**config.mk**
```make
export PLATFORM = sky130hd
export DESIGN_NAME = rr_n_to_one_mux
export DESIGN_NICKNAME = d
export VERILOG_FILES = /design/src/rtl/rr_n_to_one_mux_pkg.sv /design/src/rtl/rr_n_to_one_mux_rr_priority_pick.sv /design/src/rtl/rr_n_to_one_mux.sv
export SDC_FILE = /design/constraint.sdc
export NUM_CORES = 1
export LEC_CHECK = 0
export CAP_MARGIN = 20
export CORE_UTILIZATION = 44
export DETAILED_ROUTE_END_ITERATION = 8
export PLACE_DENSITY = 0.84
export SETUP_SLACK_MARGIN = 0.1
export SYNTH_ARGS = -nofsm -noshare
export SYNTH_HDL_FRONTEND = slang
export SYNTH_SLANG_ARGS = --single-unit
```
**constraint.sdc**
```tcl
create_clock -name clk -period 4.35 [get_ports clk]
set_input_delay 1.0875 -clock clk [delete_from_list [all_inputs] [get_ports clk]]
set_output_delay 1.0875 -clock clk [all_outputs]
set_load 0.02 [all_outputs]
```
**src/rtl/rr_n_to_one_mux_pkg.sv**
```systemverilog
// Shared definitions for the round-robin / fixed-select N:1 multiplexer.
// Holds mode encodings, default sizes and the circular index helper.
package rr_n_to_one_mux_pkg;

   localparam logic MODE_RR    = 1'b0;
   localparam logic MODE_FIXED = 1'b1;

   localparam int DEF_WIDTH = 8;
   localparam int DEF_N     = 4;

   // Circular successor of idx in 0..n-1; the wrap is explicit so that
   // channel counts that are not a power of two step correctly.
   function automatic int wrap_inc(input int idx, input int n);
      return (idx + 1 >= n) ? 0 : idx + 1;
   endfunction

endpackage

```
**src/rtl/rr_n_to_one_mux_rr_priority_pick.sv**
```systemverilog
// Combinational circular priority search: first requester strictly after
// ptr, wrapping N-1 -> 0, ending with ptr itself.
module rr_priority_pick
   import rr_n_to_one_mux_pkg::*;
#(
   parameter int N    = DEF_N,
   parameter int SELW = $clog2(N)
) (
   input  logic [N-1:0]    req,
   input  logic [SELW-1:0] ptr,
   output logic [SELW-1:0] grant,
   output logic            grant_valid
);

   int idx;

   always_comb begin
      grant       = '0;
      grant_valid = 1'b0;
      idx         = int'(ptr);
      for (int k = 0; k < N; k++) begin
         idx = wrap_inc(idx, N);
         if (!grant_valid && req[idx]) begin
            grant       = SELW'(idx);
            grant_valid = 1'b1;
         end
      end
   end

endmodule

```
**src/rtl/rr_n_to_one_mux.sv**
```systemverilog
// N:1 data multiplexer with per-channel valid/ready inputs, round-robin or
// fixed channel selection, and a single registered output stage.
module rr_n_to_one_mux
   import rr_n_to_one_mux_pkg::*;
#(
   parameter int WIDTH = DEF_WIDTH,
   parameter int N     = DEF_N,
   parameter int SELW  = $clog2(N)
) (
   input  logic                 clk,
   input  logic                 reset_n,
   input  logic [N*WIDTH-1:0]   in_data,
   input  logic [N-1:0]         in_valid,
   output logic [N-1:0]         in_ready,
   input  logic                 mode,
   input  logic [SELW-1:0]      sel,
   output logic [WIDTH-1:0]     out_data,
   output logic                 out_valid,
   input  logic                 out_ready,
   output logic [SELW-1:0]      out_ch
);

   // Handshake: a word moves on any rising edge where valid && ready are both
   // high on that interface. in_ready is high only on the granted channel, only
   // while the output register can load (empty, or draining this cycle) and
   // only outside reset; it never waits on the channel's own valid beyond the
   // grant search. out_valid stays high and out_data/out_ch stay stable until
   // out_ready is seen.

   logic [SELW-1:0]  ptr;
   logic [SELW-1:0]  rr_grant;
   logic             rr_valid;
   logic [SELW-1:0]  fix_grant;
   logic             fix_valid;
   logic [SELW-1:0]  grant;
   logic             grant_valid;
   logic             load_en;
   logic             accept;
   logic [WIDTH-1:0] grant_data;

   rr_priority_pick #(
      .N    (N),
      .SELW (SELW)
   ) u_pick (
      .req         (in_valid),
      .ptr         (ptr),
      .grant       (rr_grant),
      .grant_valid (rr_valid)
   );

   // Fixed select; an out-of-range sel matches no channel and grants nothing.
   always_comb begin
      fix_grant = '0;
      fix_valid = 1'b0;
      for (int i = 0; i < N; i++) begin
         if (int'(sel) == i && in_valid[i]) begin
            fix_grant = SELW'(i);
            fix_valid = 1'b1;
         end
      end
   end

   always_comb begin
      if (mode == MODE_FIXED) begin
         grant       = fix_grant;
         grant_valid = fix_valid;
      end else begin
         grant       = rr_grant;
         grant_valid = rr_valid;
      end
   end

   assign load_en = !out_valid || out_ready;
   assign accept  = load_en && grant_valid && reset_n;

   always_comb begin
      in_ready   = '0;
      grant_data = '0;
      for (int i = 0; i < N; i++) begin
         if (grant == SELW'(i)) begin
            in_ready[i] = accept;
            grant_data  = in_data[i*WIDTH +: WIDTH];
         end
      end
   end

   always_ff @(posedge clk or negedge reset_n) begin
      if (!reset_n) begin
         out_valid <= 1'b0;
         out_data  <= '0;
         out_ch    <= '0;
         ptr       <= SELW'(N - 1);
      end else if (accept) begin
         out_valid <= 1'b1;
         out_data  <= grant_data;
         out_ch    <= grant;
         if (mode == MODE_RR) begin
            ptr <= grant;
         end
      end else if (out_ready) begin
         out_valid <= 1'b0;
      end
   end

endmodule

```
After elaboration in Yosys (flattened, before gate mapping). Index checks and enable logic that the tools add are counted.

Bits in registers: 13. Bits of input ports: 42. Output and inout port bits: 15. Logic and storage cells: 84.

$add $sub $neg: 4. Order comparisons: 8. Equal/unequal tests: 6. Muxes and demuxes: 43. Bitwise operators: 1. Reduce and logical (&&, ||, !) cells: 18.

Operators with widths (number): < comparator 32 x 4 -> 1 bit (second input constant) (4); 2-to-1 mux 32 bit (4); adder 32 x 2 -> 32 bit (second input constant) (3); greater-or-equal comparator 32 x 4 -> 1 bit (second input constant) (3); 2-to-1 mux 8 bit (4); 2-to-1 mux 1 bit (24); 2-to-1 mux 2 bit (7); logical AND 1 bit (9); binary-select mux 1 bit (select 2 bit) (4); == test 2 bit (second input constant) (4); == test 2 x 1 -> 1 bit (second input constant) (2); zero test 1 bit (4); zero test 2 bit (2); adder 2 x 1 -> 3 bit (second input constant) (1); greater-or-equal comparator 3 bit (second input constant) (1); AND reduction 2 bit (1); nonzero test 2 bit (1); logical OR 1 bit (1); NOT 1 bit (1).

Depth between registers and ports, before layout.
Depth in word-level cells: 23. Depth in mapped cells: 11.

By module. A second synthesis with hierarchy kept.

Cells, all modules: 156. Area total of the unflattened synthesis: 1463.9 µm².

By module, submodules not included: rr_n_to_one_mux (times used 1, cells each 97, area an instance 997.2 µm², seq. area each 327.8 µm²); rr_priority_pick (times used 1, cells each 59, area an instance 466.7 µm², seq. area each 0.0 µm²).

Worst setup path before layout. No wires, ideal clock.

Path type: input to output. Start: in in_valid[0]. End: out in_ready[3]. Data arrival time: 3099 ps. Required time: 3263 ps. Slack: 163 ps. Cell stages on the path: 6. Buffers on the path: 1. Cells stage by stage: or3b_1 -> and3_4 -> or4_4 -> a31o_1 -> buf_6 -> a211oi_1.

Word-level cells in the longest chain between the ends: 17.

RTL lines: start: declaration (line rr_n_to_one_mux.sv:13) `input logic [N-1:0] in_valid,`; binary-select mux 1 bit (select 2 bit) (line rr_n_to_one_mux_rr_priority_pick.sv:23) `if (!grant_valid && req[idx]) begin`; 2-to-1 mux 1 bit (not written as such) (2 in series) (line rr_n_to_one_mux_rr_priority_pick.sv:23); 2-to-1 mux 1 bit (line rr_n_to_one_mux_rr_priority_pick.sv:23); zero test 1 bit (line rr_n_to_one_mux_rr_priority_pick.sv:23); logical AND 1 bit (line rr_n_to_one_mux_rr_priority_pick.sv:23); 2-to-1 mux 1 bit (line rr_n_to_one_mux_rr_priority_pick.sv:23); zero test 1 bit (line rr_n_to_one_mux_rr_priority_pick.sv:23); logical AND 1 bit (line rr_n_to_one_mux_rr_priority_pick.sv:23); 2-to-1 mux 1 bit (line rr_n_to_one_mux_rr_priority_pick.sv:23); zero test 1 bit (line rr_n_to_one_mux_rr_priority_pick.sv:23); logical AND 1 bit (line rr_n_to_one_mux_rr_priority_pick.sv:23); 2-to-1 mux 1 bit (line rr_n_to_one_mux_rr_priority_pick.sv:23); 2-to-1 mux 1 bit (line rr_n_to_one_mux.sv:64) `if (mode == MODE_FIXED) begin`; logical AND 1 bit (2 in series) (line rr_n_to_one_mux.sv:74) `assign accept = load_en && grant_valid && reset_n;`; 2-to-1 mux 1 bit (*) (line rr_n_to_one_mux.sv:80) `if (grant == SELW'(i)) begin`; end: declaration (line rr_n_to_one_mux.sv:14) `output logic [N-1:0] in_ready,`.

Every way passes the cells marked *; elsewhere a longest branch is shown, timed or not. The select of a mux whose other input is x is not followed.

Worst setup path in the final report.
Start: in in_valid[1]. End: out in_ready[3].

Same word-level chain as after synthesis.

==> results.sh <==
export IMPL_num_rows=20
export IMPL_maxCapViolCount=0
export IMPL_cts_tree="built"
export IMPL_critPathLaunchType="input port"
export IMPL_critPathMaxFanout=4
export IMPL_pwr_share_seq_pct=14.8
export IMPL_post_route_drc_count=0
export IMPL_cp_top_family="compound AO/OA/AOI/OAI gates"
export IMPL_fin_hold_ws_ns=0.4890
export IMPL_rr_endpoint="out_data[6]"
export IMPL_drt_first_pass_iters=4
export IMPL_clockBufferDepth=2
export IMPL_cp_cell_sequence="clkdlybuf4s50_1 > or3_4 > o21a_2 > a2111o_1 > and2_1 > a211oi_2 > buf_4"
export IMPL_fmax_mhz=239.9
export IMPL_io_buffers=56
export IMPL_clk_latency_ns=0.29
export IMPL_comb_power_share_pct=79.9
export IMPL_setup_tns_ns=0
export IMPL_area_growth_pct=62.18
export IMPL_antenna_found_initial=0
export IMPL_grtUsageTotal_pct=29.08
export IMPL_holdPathEnd="out_data[1]"
export IMPL_power_switching_uw=715.2
export IMPL_cts_buffers_inserted=3
export IMPL_worstPathRequired_ns=3.26
export IMPL_pin_count=57
export IMPL_postRouteAntennaNets=0
export IMPL_finalSetupViolations=0
export IMPL_relSlewSlack_pct=50.65
export IMPL_finalHoldViolCount=0
export IMPL_place_congestion=0.8897
export IMPL_fin_skew_ns=0.007469
export IMPL_seqCellArea_um2=327.8
export IMPL_slowest_delay_ns=0.46
export IMPL_drtIter0Drc=71
export IMPL_reg2reg_slack_ns=1.00
export IMPL_multi_input_area_mm2=0.001072
export IMPL_ys_top_cells_by_count="16 x and3_1, 11 x dfrtp_1, 11 x nand2_1"
export IMPL_timing_rr_start="ptr[0]"
export IMPL_ir_drop_mv=0.3889
export IMPL_syn_nets=199
export IMPL_synth_edf_count=0
export IMPL_cp_depth=7
export IMPL_synth_area_leaders="dfrtp_1 19%, a221oi_2 7.4%, and3_1 7.0%"
export IMPL_synth_area_mm2=0.001423
export IMPL_num_vias=1622
export IMPL_yosys_warnings=0
export IMPL_hp_class="flop to flop"
export IMPL_cts_num_sinks=13
export IMPL_viasPerCell=5.856
export IMPL_fp_dieW_um=58.86
export IMPL_syn_area_per_cell_um2=9.359
export IMPL_die_area_mm2=0.003465
export IMPL_crit_buf_inv=2
export IMPL_wl_um=4703
export IMPL_routedWlPerCell_um=16.98
export IMPL_reg2reg_depth=11
export IMPL_power_total_mw=1.510
export IMPL_crit_type="input port to output pin"
export IMPL_status="finished clean"
export IMPL_power_frac_clock_pct=5.3
export IMPL_async_flop_share_pct=100.0
export IMPL_ys_seq_area_share_pct=23.04
export IMPL_ys_seq_elements=13
export IMPL_nFillCells=223
export IMPL_leakage_nw=0.9795
export IMPL_rsz0062_at_grt="no"
export IMPL_worstHoldStart="out_data[1]"
export IMPL_cp_end_kind="output pin"
export IMPL_die_h_um=58.86
export IMPL_tightest_slew_ns=0.7216
export IMPL_critPathSlowestCell="clkdlybuf4s50_1"
export IMPL_final_util_pct=75.57
export IMPL_finalMaxSlewViolations=0
export IMPL_yosysMostFrequentCell="and3_1"
export IMPL_initial_utilization_pct=46.60
export IMPL_p_int_uw=795.2
export IMPL_layout_drive_gt1_share_pct=33.05
export IMPL_grt_overflow=0
export IMPL_synth_top_area_share_pct=19.35
export IMPL_root_buffer="clkbuf_4"
export IMPL_grt_pass1_wl_um=7452
export IMPL_synth_cell_types=49
export IMPL_finalCritPeriodShare_pct=95.83
export IMPL_synth_flop_cell="dfrtp_1"
export IMPL_worstPathArrival_ns=3.08
export IMPL_fin_nets=281
export IMPL_power_density_mw_per_mm2=654.7
export IMPL_yosysTopAreaCell="dfrtp_1"
export IMPL_core_area_mm2=0.003053
export IMPL_dp_hpwl_um=3617
export IMPL_min_path_cells=2
export IMPL_grt_max_degree=18
export IMPL_h_tree_depth=1
export IMPL_post_synth_inst_count=152
export IMPL_netSwitchingFraction_pct=47.35
export IMPL_antenna_cells=0
export IMPL_grt_pass1_vias=1639
export IMPL_clkTransAtPathRegs_ns=0.09
export IMPL_timing_final_crit_period_ns=4.169
flip-flops by register name, summed over array words and instances, names as in the netlist:
register,count
out_valid,1
out_ch,2
out_data,8
ptr,2
logic make-up (layout without fill, tap and decap cells):
logic type | count (synthesis) | count (layout) | synth area share, %
fa+ha+maj | 5 | 5 | 4.398
compound gates | 54 | 54 | 35.18
simple gates | 51 | 51 | 21.29
flops | 13 | 13 | 23.04
mux | 11 | 11 | 8.531
xor+xnor | 1 | 1 | 0.6158
buf+inv | 17 | 98 | 6.948
placed cells by master, fill, tap and decap left out, types with 2 or more instances in the layout:
cell type | synthesis | layout
a2111oi_0 | 8 | 7
a2111oi_4 | 1 | 2
a21oi_1 | 5 | 4
a221oi_2 | 7 | 7
a31oi_2 | 1 | 2
and2_1 | 2 | 2
and3_1 | 16 | 16
and3_4 | 2 | 2
buf_4 | 1 | 35
clkbuf_4 | 0 | 3
clkdlybuf4s50_1 | 0 | 49
dfrtp_1 | 11 | 11
dfstp_2 | 2 | 2
dlymetal6s2s_1 | 0 | 2
ha_1 | 5 | 5
inv_1 | 5 | 5
mux2_2 | 8 | 6
mux2_4 | 0 | 2
mux2i_1 | 2 | 2
nand2_1 | 11 | 10
nand2_2 | 1 | 2
nand3_1 | 2 | 2
nor2_1 | 7 | 7
o211ai_1 | 2 | 2
o21bai_1 | 2 | 2
o22ai_1 | 4 | 4
o31ai_1 | 8 | 8
what timing repair did:
item	in CTS	in global routing
hold buffers	0	0
endpoints found under the setup margin	4	4
resized for setup	33	9
buffers inserted	3	1
pin swaps	3	1
gates cloned	0	0
power by group through the flow:
stage          registers (mW)  clock network [mW]  logic, mW
6_report                0.223              0.0805       1.21
4_1_cts                 0.222              0.0776       1.15
2_1_floorplan           0.276                   0      0.647
5_1_grt                 0.229              0.0878       1.29
3_5_place_dp            0.223                   0       1.06
3_3_place_gp            0.222                   0       1.03
cell type report:
class	count	share of cell area (%)
Multi-Input combinational cell	122	46.48
Timing Repair Buffer	89	34.98
Sequential cell	13	14.21
Tap cell	44	2.386
Clock buffer	4	1.139
Inverter	5	0.8135
worst max-delay path by stage:
stage,end,slack [ns],from
5_1_grt,in_ready[2],0.08,in_valid[1]
6_report,in_ready[3],0.18,in_valid[1]
2_1_floorplan,in_ready[3],0.16,in_valid[0]
3_5_place_dp,in_ready[2],-0.55,in_valid[0]
3_3_place_gp,in_ready[2],-0.51,in_valid[0]
4_1_cts,in_ready[3],0.10,in_valid[2]
per-stage QoR:
stage          setup slack [ns]  instances  cell area, µm²
2_1_floorplan            0.1631        152            1423
3_3_place_gp            -0.5117        269            2176
3_5_place_dp            -0.5499        269            2176
4_1_cts                  0.1017        276            2260
5_1_grt                 0.08290        277            2307
6_report                 0.1812        277            2307
tightest hold or removal path, stage by stage, from the launching register on:
cell and delay (ns):
dfrtp_1 0.35, nand2_1 0.05, o31ai_1 0.06
per-layer routing:
metal / track usage [%] / vias to the layer above / wire length, µm
met5: 0 / - / 0
met1: 29.95 / 758 / 1768
met3: 7.033 / 25 / 252
li1: - / 765 / -
met2: 54.22 / 74 / 2503
met4: 14.63 / 0 / 178
No activity file was read; power rests on OpenSTA's default activity.
